File: src/rtl/cpu_pkg.sv
// Shared definitions for the CPU instruction issue path.
package cpu_pkg;

    // Instruction word width seen by the CPU core.
    localparam int INSTR_W = 9;

    // Issue FSM state encoding.
    typedef enum logic [1:0] {
        IDLE  = 2'd0,
        ISSUE = 2'd1,
        GAP   = 2'd2
    } issue_state_t;

    // Value presented on INSTRUCTION before anything has been issued.
    localparam logic [INSTR_W-1:0] INSTR_NOP = '0;

endpackage

File: src/rtl/instr_fifo.sv
// Circular-buffer word FIFO. A push is accepted when the FIFO is not full,
// or when a pop happens in the same cycle (the freed slot is reused).
module instr_fifo #(
    parameter int INSTR_W = 9,
    parameter int DEPTH   = 4
) (
    input  logic                     clk,
    input  logic                     rst,
    input  logic                     push,
    input  logic [INSTR_W-1:0]       push_data,
    input  logic                     pop,
    output logic [INSTR_W-1:0]       pop_data,
    output logic                     full,
    output logic                     empty,
    output logic [$clog2(DEPTH):0]   level
);

    localparam int AW = $clog2(DEPTH);

    logic [INSTR_W-1:0] mem [DEPTH];
    logic [AW-1:0]      wr_ptr;
    logic [AW-1:0]      rd_ptr;
    logic               accept;
    logic               do_pop;

    assign do_pop   = pop && !empty;
    assign accept   = push && (!full || do_pop);
    assign full     = (level == (AW+1)'(DEPTH));
    assign empty    = (level == '0);
    assign pop_data = mem[rd_ptr];

    // Storage array: written on accepted pushes only, never reset.
    always_ff @(posedge clk) begin
        if (accept) begin
            mem[wr_ptr] <= push_data;
        end
    end

    // Pointers wrap naturally (DEPTH is a power of two); level tracks occupancy.
    always_ff @(posedge clk) begin
        if (rst) begin
            wr_ptr <= '0;
            rd_ptr <= '0;
            level  <= '0;
        end else begin
            if (accept) begin
                wr_ptr <= wr_ptr + AW'(1);
            end
            if (do_pop) begin
                rd_ptr <= rd_ptr + AW'(1);
            end
            case ({accept, do_pop})
                2'b10:   level <= level + (AW+1)'(1);
                2'b01:   level <= level - (AW+1)'(1);
                default: level <= level;
            endcase
        end
    end

endmodule

File: src/rtl/instr_loader.sv
// Serial-to-word instruction loader: deserialises LSB-first bits into words,
// buffers them, and issues them to the CPU core as INSTRUCTION + write_en,
// paced by a fixed inter-issue gap and gated by HALT.
//
// Handshake: write_en is a one-cycle strobe with no back-pressure; the core
// must take INSTRUCTION in every cycle where write_en is 1. On the input side
// SVALID qualifies SDATA on each rising edge; there is no ready, and a word
// completing while the FIFO is full (with no simultaneous pop) is dropped and
// recorded in the sticky OVF flag.
module instr_loader #(
    parameter int INSTR_W    = 9,
    parameter int DEPTH      = 4,
    parameter int GAP_CYCLES = 2
) (
    input  logic                     CLK,
    input  logic                     RESET,
    input  logic                     SDATA,
    input  logic                     SVALID,
    input  logic                     ABORT,
    input  logic                     HALT,
    output logic [INSTR_W-1:0]       INSTRUCTION,
    output logic                     write_en,
    output logic                     FULL,
    output logic                     EMPTY,
    output logic [$clog2(DEPTH):0]   LEVEL,
    output logic                     OVF,
    output logic                     BUSY,
    output logic [1:0]               dbg_state
);

    import cpu_pkg::*;

    localparam int BW = $clog2(INSTR_W);
    localparam int GW = (GAP_CYCLES > 0) ? $clog2(GAP_CYCLES + 1) : 1;
    localparam logic [BW-1:0] LAST_BIT = BW'(INSTR_W - 1);

    // Deserialiser state
    logic [INSTR_W-1:0] shreg;
    logic [BW-1:0]      bitcnt;
    logic               word_done;
    logic [INSTR_W-1:0] word;

    // FIFO interface
    logic               pop;
    logic [INSTR_W-1:0] pop_data;
    logic               fifo_full;
    logic               fifo_empty;

    // Issue FSM
    issue_state_t       state;
    issue_state_t       state_n;
    logic [GW-1:0]      gap_cnt;
    logic [GW-1:0]      gap_cnt_n;
    logic               can_pop;

    // The last bit is taken straight from SDATA so the word is complete on its edge.
    assign word_done = SVALID && !ABORT && (bitcnt == LAST_BIT);
    assign word      = {SDATA, shreg[INSTR_W-2:0]};

    // Shift SDATA into bit position bitcnt; ABORT drops any partial word.
    always_ff @(posedge CLK) begin
        if (RESET) begin
            shreg  <= '0;
            bitcnt <= '0;
        end else if (ABORT) begin
            shreg  <= '0;
            bitcnt <= '0;
        end else if (SVALID) begin
            shreg[bitcnt] <= SDATA;
            if (bitcnt == LAST_BIT) begin
                bitcnt <= '0;
            end else begin
                bitcnt <= bitcnt + BW'(1);
            end
        end
    end

    instr_fifo #(
        .INSTR_W (INSTR_W),
        .DEPTH   (DEPTH)
    ) u_fifo (
        .clk       (CLK),
        .rst       (RESET),
        .push      (word_done),
        .push_data (word),
        .pop       (pop),
        .pop_data  (pop_data),
        .full      (fifo_full),
        .empty     (fifo_empty),
        .level     (LEVEL)
    );

    assign can_pop = !fifo_empty && !HALT;

    // Issue FSM state and gap counter registers.
    always_ff @(posedge CLK) begin
        if (RESET) begin
            state   <= IDLE;
            gap_cnt <= '0;
        end else begin
            state   <= state_n;
            gap_cnt <= gap_cnt_n;
        end
    end

    // Next-state logic. The last GAP cycle may pop directly so that strobes
    // are spaced exactly GAP_CYCLES+1 apart.
    always_comb begin
        state_n   = state;
        gap_cnt_n = gap_cnt;
        pop       = 1'b0;
        case (state)
            IDLE: begin
                if (can_pop) begin
                    pop     = 1'b1;
                    state_n = ISSUE;
                end
            end
            ISSUE: begin
                if (GAP_CYCLES == 0) begin
                    if (can_pop) begin
                        pop     = 1'b1;
                        state_n = ISSUE;
                    end else begin
                        state_n = IDLE;
                    end
                end else begin
                    gap_cnt_n = GW'(GAP_CYCLES);
                    state_n   = GAP;
                end
            end
            GAP: begin
                gap_cnt_n = gap_cnt - GW'(1);
                if (gap_cnt <= GW'(1)) begin
                    if (can_pop) begin
                        pop     = 1'b1;
                        state_n = ISSUE;
                    end else begin
                        state_n = IDLE;
                    end
                end
            end
            default: begin
                state_n = IDLE;
            end
        endcase
    end

    // INSTRUCTION is loaded on the pop edge and holds between strobes.
    always_ff @(posedge CLK) begin
        if (RESET) begin
            INSTRUCTION <= INSTR_NOP;
        end else if (pop) begin
            INSTRUCTION <= pop_data;
        end
    end

    // Sticky overflow: a completed word found the FIFO full with no pop to free a slot.
    always_ff @(posedge CLK) begin
        if (RESET) begin
            OVF <= 1'b0;
        end else if (word_done && fifo_full && !pop) begin
            OVF <= 1'b1;
        end
    end

    assign write_en  = (state == ISSUE);
    assign FULL      = fifo_full;
    assign EMPTY     = fifo_empty;
    assign BUSY      = (state != IDLE) || !fifo_empty;
    assign dbg_state = state;

endmodule
File: config.mk
export PLATFORM = sky130hd
export DESIGN_NAME = instr_loader
export DESIGN_NICKNAME = d
export VERILOG_FILES = /design/src/rtl/cpu_pkg.sv /design/src/rtl/instr_fifo.sv /design/src/rtl/instr_loader.sv
export SDC_FILE = /design/constraint.sdc
export NUM_CORES = 1
export LEC_CHECK = 0
export CAP_MARGIN = 40
export CORE_MARGIN = 1
export CORE_UTILIZATION = 51
export CTS_CLUSTER_SIZE = 40
export DETAILED_ROUTE_END_ITERATION = 12
export PLACE_DENSITY_LB_ADDON = 0.3
export SETUP_SLACK_MARGIN = 0.5
export SYNTH_ARGS = -nofsm -noshare
export SYNTH_HDL_FRONTEND = slang
export SYNTH_SLANG_ARGS = --single-unit
File: constraint.sdc
create_clock -name CLK -period 2.2 [get_ports CLK]
set_input_delay 0.55 -clock CLK [delete_from_list [all_inputs] [get_ports CLK]]
set_output_delay 0.55 -clock CLK [all_outputs]
set_load 0.02 [all_outputs]
# After elaboration in Yosys (flattened, before gate mapping)

Memory sizes are Yosys's and may differ from the RTL's. A register that Yosys moved wholly into a read port is not among the register bits.
Cells that the tools add are included.

Register bits after elaboration: 25
Memory bits (writable): 36
Input port bits: 6
Output and inout bits: 19
Memories: 1

Memories:

| name       | words | bits a word | read ports | clocked after Yosys merged registers in | write ports | line             | RTL |
|---|---|---|---|---|---|---|---|
| u_fifo.mem | 4     | 9           | 1          | 1                                       | 1           | instr_fifo.sv:20 | `logic [INSTR_W-1:0] mem [DEPTH];` |

Add/sub/neg operators: 6
$lt $le $gt $ge: 3
Equal/unequal tests: 8
Muxes and demuxes: 15
Reductions and logical operators: 22

Operators with widths:

| kind                                                                                 | count |
|---|---|
| 9-bit bitwise mux                                                                    | 1 |
| 1-bit logical AND                                                                    | 8 |
| 1-bit two-way mux                                                                    | 6 |
| 2-bit case mux with 3 select lines                                                   | 1 |
| 3-bit case mux with 2 select lines                                                   | 1 |
| 2-bit nonzero test                                                                   | 3 |
| 1-bit logical NOT                                                                    | 5 |
| 4-bit by 5-bit less-than comparator with 1-bit output (second input constant)        | 1 |
| 2-bit by 1-bit adder with 2-bit output (second input constant)                       | 2 |
| 4-bit by 1-bit adder with 4-bit output (second input constant)                       | 1 |
| 1-bit demux with 4-bit select                                                        | 1 |
| 2-bit by 1-bit == test with 1-bit output (second input constant)                     | 2 |
| 2-bit == test (second input constant)                                                | 2 |
| 4-bit == test (second input constant)                                                | 1 |
| 4-bit by 1-bit greater-or-equal comparator with 1-bit output (second input constant) | 1 |
| 2-bit two-way mux                                                                    | 2 |
| 4-bit two-way mux                                                                    | 1 |
| 2-bit != test (second input constant)                                                | 2 |
| 2-bit case mux with 2 select lines                                                   | 1 |
| 3-bit by 1-bit adder with 3-bit output (second input constant)                       | 1 |
| 3-bit == test (second input constant)                                                | 1 |
| 3-bit logical NOT                                                                    | 1 |
| 3-bit by 1-bit subtractor with 3-bit output (second input constant)                  | 1 |
| 2-bit by 1-bit less-or-equal comparator with 1-bit output (second input constant)    | 1 |
| 6 further kinds                                                                      | 7 |

# Depth between registers and ports, before layout

Depth in word-level cells: 11
Depth in mapped cells: 9
Mapped depth without buffers: 9

# Cells and area by module

A second synthesis with hierarchy kept.

Cells, all modules: 250
Area, all modules: 3155.5 um2

By module, submodules not included:

| module       | times used | cells each | area an instance (um2) | seq. area each (um2) |
|---|---|---|---|---|
| instr_fifo   | 1          | 106        | 1831.8                 | 1261.2 |
| instr_loader | 1          | 144        | 1323.8                 | 520.5 |

# Worst setup path before layout

Ideal clock, no wire load.

Kind: reg-to-reg
From: register u_fifo.level[0]
To: register u_fifo.level[2]
Setup time: 0.123 ns
Data arrival time: 2.225 ns
Setup slack: -0.148 ns
Cell stages (with the launch flop): 8
Buffers on the path: 0
Period minus slack after synthesis: 2.348 ns
Path through: dfxtp_1 nor3_1 or2_2 nor3_2 inv_1 fa_1 mux2i_1 mux2_1

Longest elaborated chain between the ends: 11

RTL lines:

| what                                                                             | line                                     | RTL |
|---|---|---|
| start: declaration                                                               | instr_fifo.sv:15                         | `output logic [$clog2(DEPTH):0] level` |
| start signal: assignment                                                         | instr_fifo.sv:53                         | `2'b10: level <= level + (AW+1)'(1);` |
| start signal: assignment                                                         | instr_fifo.sv:54                         | `2'b01: level <= level - (AW+1)'(1);` |
| start signal: assignment                                                         | instr_fifo.sv:55                         | `default: level <= level;` |
| 3-bit logical NOT *                                                              | instr_fifo.sv:29                         | `assign empty = (level == '0);` |
| via EMPTY                                                                        | instr_loader.sv:24                       | `output logic EMPTY,` |
| 1-bit logical NOT *                                                              | instr_fifo.sv:26, instr_loader.sv:93     |  |
| 1-bit logical AND                                                                | instr_loader.sv:93                       | `assign can_pop = !fifo_empty && !HALT;` |
| 1-bit two-way mux                                                                | instr_loader.sv:114, instr_loader.sv:135 |  |
| 1-bit two-way mux                                                                | instr_loader.sv:134                      | `if (gap_cnt <= GW'(1)) begin` |
| 1-bit case mux with 2 select lines                                               | instr_loader.sv:112                      | `case (state)` |
| 1-bit logical AND *                                                              | instr_fifo.sv:26                         | `assign do_pop = pop && !empty;` |
| 1-bit logical OR                                                                 | instr_fifo.sv:27                         | `assign accept = push && (!full \|\| do_pop);` |
| 1-bit logical AND                                                                | instr_fifo.sv:27                         |  |
| 2-bit by 1-bit == test with 1-bit output / 2-bit == test (equally long branches) | instr_fifo.sv:52                         | `case ({accept, do_pop})` |
| 3-bit case mux with 2 select lines / 2-bit nonzero test (equally long branches)  | n/a                                      |  |

Mark *: on every way through the listed nets, which the timed path passes. The rest lies on a longest branch.
A chain may end at the register's enable or synchronous reset.

# Final worst setup path

From: register bitcnt[0]
To: register u_fifo.level[2]

Longest elaborated chain between the ends: 5

RTL lines:

| what                                                                             | line               | RTL |
|---|---|---|
| start: declaration                                                               | instr_loader.sv:39 | `logic [BW-1:0] bitcnt;` |
| start signal: assignment                                                         | instr_loader.sv:73 | `bitcnt <= bitcnt + BW'(1);` |
| 4-bit == test *                                                                  | instr_loader.sv:57 | `assign word_done = SVALID && !ABORT && (bitcnt == LAST_BIT);` |
| 1-bit logical AND *                                                              | instr_loader.sv:57 |  |
| 1-bit logical AND *                                                              | instr_fifo.sv:27   |  |
| 2-bit by 1-bit == test with 1-bit output / 2-bit == test (equally long branches) | instr_fifo.sv:52   |  |
| 3-bit case mux with 2 select lines / 2-bit nonzero test (equally long branches)  | n/a                |  |

Mark *: on every way between the ends. The rest lies on a longest branch, timed or not.

==> flow_summary.json <==
{
  "status": "finished clean",
  "ant_nets": 0,
  "synthAdderAreaFrac_pct": 6.15,
  "synth-simple-area-share_pct": 13.6,
  "gp_congestion": 0.773,
  "cts_num_sinks": 69,
  "nets": 321,
  "synth.area.mux_share_pct": 11.3,
  "hold_buffers": 0,
  "grt_pass1_wl_mm": 9.14,
  "rsz0062_at_grt": "true",
  "power.leakage_uw": 0.00150,
  "grt_pass1_vias": 1917,
  "area_delta_synth_final_pct": 33.3,
  "async_flop_share_pct": 0,
  "route.detailed.wl_per_inst_um": 16.1,
  "critPathKind": "flip-flop to flip-flop",
  "synth_edf_count": 36,
  "synth.yosys.seq_area_share_pct": 58.7,
  "die_h_um": 78.3,
  "grt_max_degree": 20,
  "clock_path_buffers": 2,
  "io_buffers": 24,
  "post-route-util_pct": 71.0,
  "viasPerCell": 5.40,
  "ioPinCount": 25,
  "p_total_uw": 3390,
  "rows": 27,
  "path_clk_slew_ns": 0.07,
  "setup_violations": 0,
  "synth_area_leaders": "edfxtp_1 36%, dfxtp_1 22%, mux4_2 6.8%",
  "critPathSlowestCell": "dfxtp_4",
  "fin_tns_setup_ns": 0,
  "antennaDiodeCount": 0,
  "critPathMaxFanout": 3,
  "core_um2": 5570,
  "ys_types": 45,
  "mappedNetlistArea_um2": 2970,
  "root_buffer": "clkbuf_8",
  "yosysTopAreaCell": "edfxtp_1",
  "initial_core_util_pct": 53.3,
  "dr.pass1.iters": 4,
  "worstHoldStart": "INSTRUCTION[1]$_SDFFE_PP0N_",
  "cts_tree": "yes",
  "placed_area_um2": 3440,
  "yosys.area.top_type_share_pct": 36.4,
  "dp.final_hpwl_mm": 3.67,
  "syn_nets": 257,
  "synthCells": 237,
  "grt_overflow": 0,
  "relSlewSlack_pct": 65.4,
  "period_share_pct": 88.9,
  "cp_slowest_stage_delay_ns": 0.35,
  "min_to": "INSTRUCTION[1]$_SDFFE_PP0N_",
  "ys_warn_count": 0,
  "synthXorXnorAreaFrac_pct": 0.590,
  "final_cell_area_um2": 3960,
  "timing.final.hold_violations": 0,
  "drtIter0Drc": 113,
  "cp.arrival_ns": 2.18,
  "critical_path.cell_chain": "inv_4, ha_4, nand2_4, nor4b_4, nor3_4, inv_1, fa_2, mux2i_1, mux2_1",
  "wl_mm": 6.09,
  "postSynthAreaPerCell_um2": 12.5,
  "ff2ff_path_depth": 9,
  "drc_errors": 0,
  "worst_pin_slew_ns": 0.519,
  "die_area_um2": 6130,
  "vias": 2043,
  "startpoint": "bitcnt[0]$_SDFFE_PP0P_",
  "r2r_start": "bitcnt[0]$_SDFFE_PP0P_",
  "hp-class": "flip-flop to flip-flop",
  "numCtsBuffers": 9,
  "timing.rr.end": "u_fifo.level[2]$_SDFFE_PP0P_",
  "crit_path_end_kind": "flip-flop",
  "holdPathStages": 2,
  "synth_top_family_by_area": "simple AND/OR/NAND/NOR gates",
  "maxCapViolCount": 0,
  "drv_slew": 0,
  "htree_levels": 3,
  "reg2reg_slack_ns": 0.24,
  "p_per_area_nw_per_um2": 855,
  "synth_compound_area_share_pct": 6.74,
  "crit_path_start_kind": "flip-flop",
  "clk_latency_ns": 0.34,
  "yosysMostFrequentCell": "edfxtp_1",
  "period_needed_ns": 1.96,
  "die_x_um": 78.3,
  "antenna_found_initial": 0,
  "ir_drop_mv": 0.407,
  "grtUsageTotal_pct": 20.2,
  "max_clock_freq_ghz": 0.511,
  "required_ns": 2.43,
  "synth_seq_cells": 69,
  "yosys-top-cells-count": "36 x edfxtp_1, 33 x dfxtp_1, 23 x nand2_1, 20 x nor2_1, 17 x a21oi_1",
  "fin_skew_ns": 0.00729,
  "ys.flop_type": "edfxtp_1",
  "drive_above_1_share_pct": 35.6
}
-- power by group --
part	switching (µW)	internal (µW)	total (µW)
logic	411	398	810
registers	44.5	1400	1440
clock network	460	670	1130
-- state kept, by name (all words and copies together) (netlist names) --
name           cells
INSTRUCTION        9
u_fifo.mem        36
bitcnt             4
u_fifo.level       3
gap_cnt            2
u_fifo.rd_ptr      2
OVF                1
u_fifo.wr_ptr      2
shreg              8
dbg_state          2
-- routing by layer --
metal	up-vias	global-route usage [%]	wire, µm
met5	-	0	0
met4	0	9.81	85
met3	8	5.70	306
met2	50	33.5	3170
met1	996	24.1	2530
li1	989	-	-
-- placed cells by master, fill, tap and decap left out, drive strengths merged, types with 3 or more instances in the layout --
master,n
a21oi,17
and3,9
buf,36
clkbuf,12
dfxtp,33
dlygate4sd2,18
edfxtp,36
ha,13
inv,12
mux2i,12
mux4,9
nand2,24
nand2b,3
nand3,10
nor2,21
nor3,3
o21ai,7
-- cell families (layout without fill, tap and decap cells) --
group,count (synthesis),count (layout)
AOI/OAI and AO/OA,32,33
xor gates and xnor gates,2,2
adders and majority gates,14,14
buffers and inverters,20,84
DFF,69,69
muxes,22,22
and+or+nand+nor,78,82
-- worst max path at each step --
stage	end	slack [ns]	depth (start not counted)
after detailed placement	u_fifo.level[2]$_SDFFE_PP0P_	-0.25	7
after global routing	u_fifo.level[2]$_SDFFE_PP0P_	0.13	9
after CTS	FULL	0.25	3
after floorplan	u_fifo.level[2]$_SDFFE_PP0P_	0.20	9
final	u_fifo.level[2]$_SDFFE_PP0P_	0.24	9
after global placement	u_fifo.level[2]$_SDFFE_PP0P_	-0.18	7
-- cell type report --
type / count / area, µm²
sequential: 69 / 1770
tap: 72 / 90.1
multi-input combinational: 153 / 1340
clock buffer: 12 / 145
timing repair buffer: 56 / 487
inverter: 12 / 55.1
fill: 389 / 1620
clock inverter: 4 / 73.8
-- worst max-delay path, delay by kind of cell, from the launching register on --
family / cells / cell delay [ns]
buffers and inverters: 2 / 0.13
AND/OR/NAND/NOR: 3 / 0.48
multiplexers: 2 / 0.54
adder cells (fa/ha/maj): 2 / 0.34
flip-flops: 1 / 0.35
-- metrics by stage --
| stage | std cells | hold WS, ns | setup WS (ns) |
|---|---|---|---|
| after floorplan | 237 | 0.460 | 0.198 |
| after global placement | 339 | 0.441 | -0.181 |
| after detailed placement | 339 | 0.448 | -0.246 |
| after CTS | 366 | 0.455 | 0.251 |
| after global routing | 378 | 0.470 | 0.133 |
| final | 378 | 0.454 | 0.244 |
-- repair_timing --
| item | in CTS | in global routing |
|---|---|---|
| resized for setup | 59 | 26 |
| buffers inserted | 11 | 6 |
| pin swaps | 8 | 7 |
| setup endpoints to repair | 61 | 54 |
| gates cloned | 0 | 6 |
No activity file was read; power rests on OpenSTA's default activity.
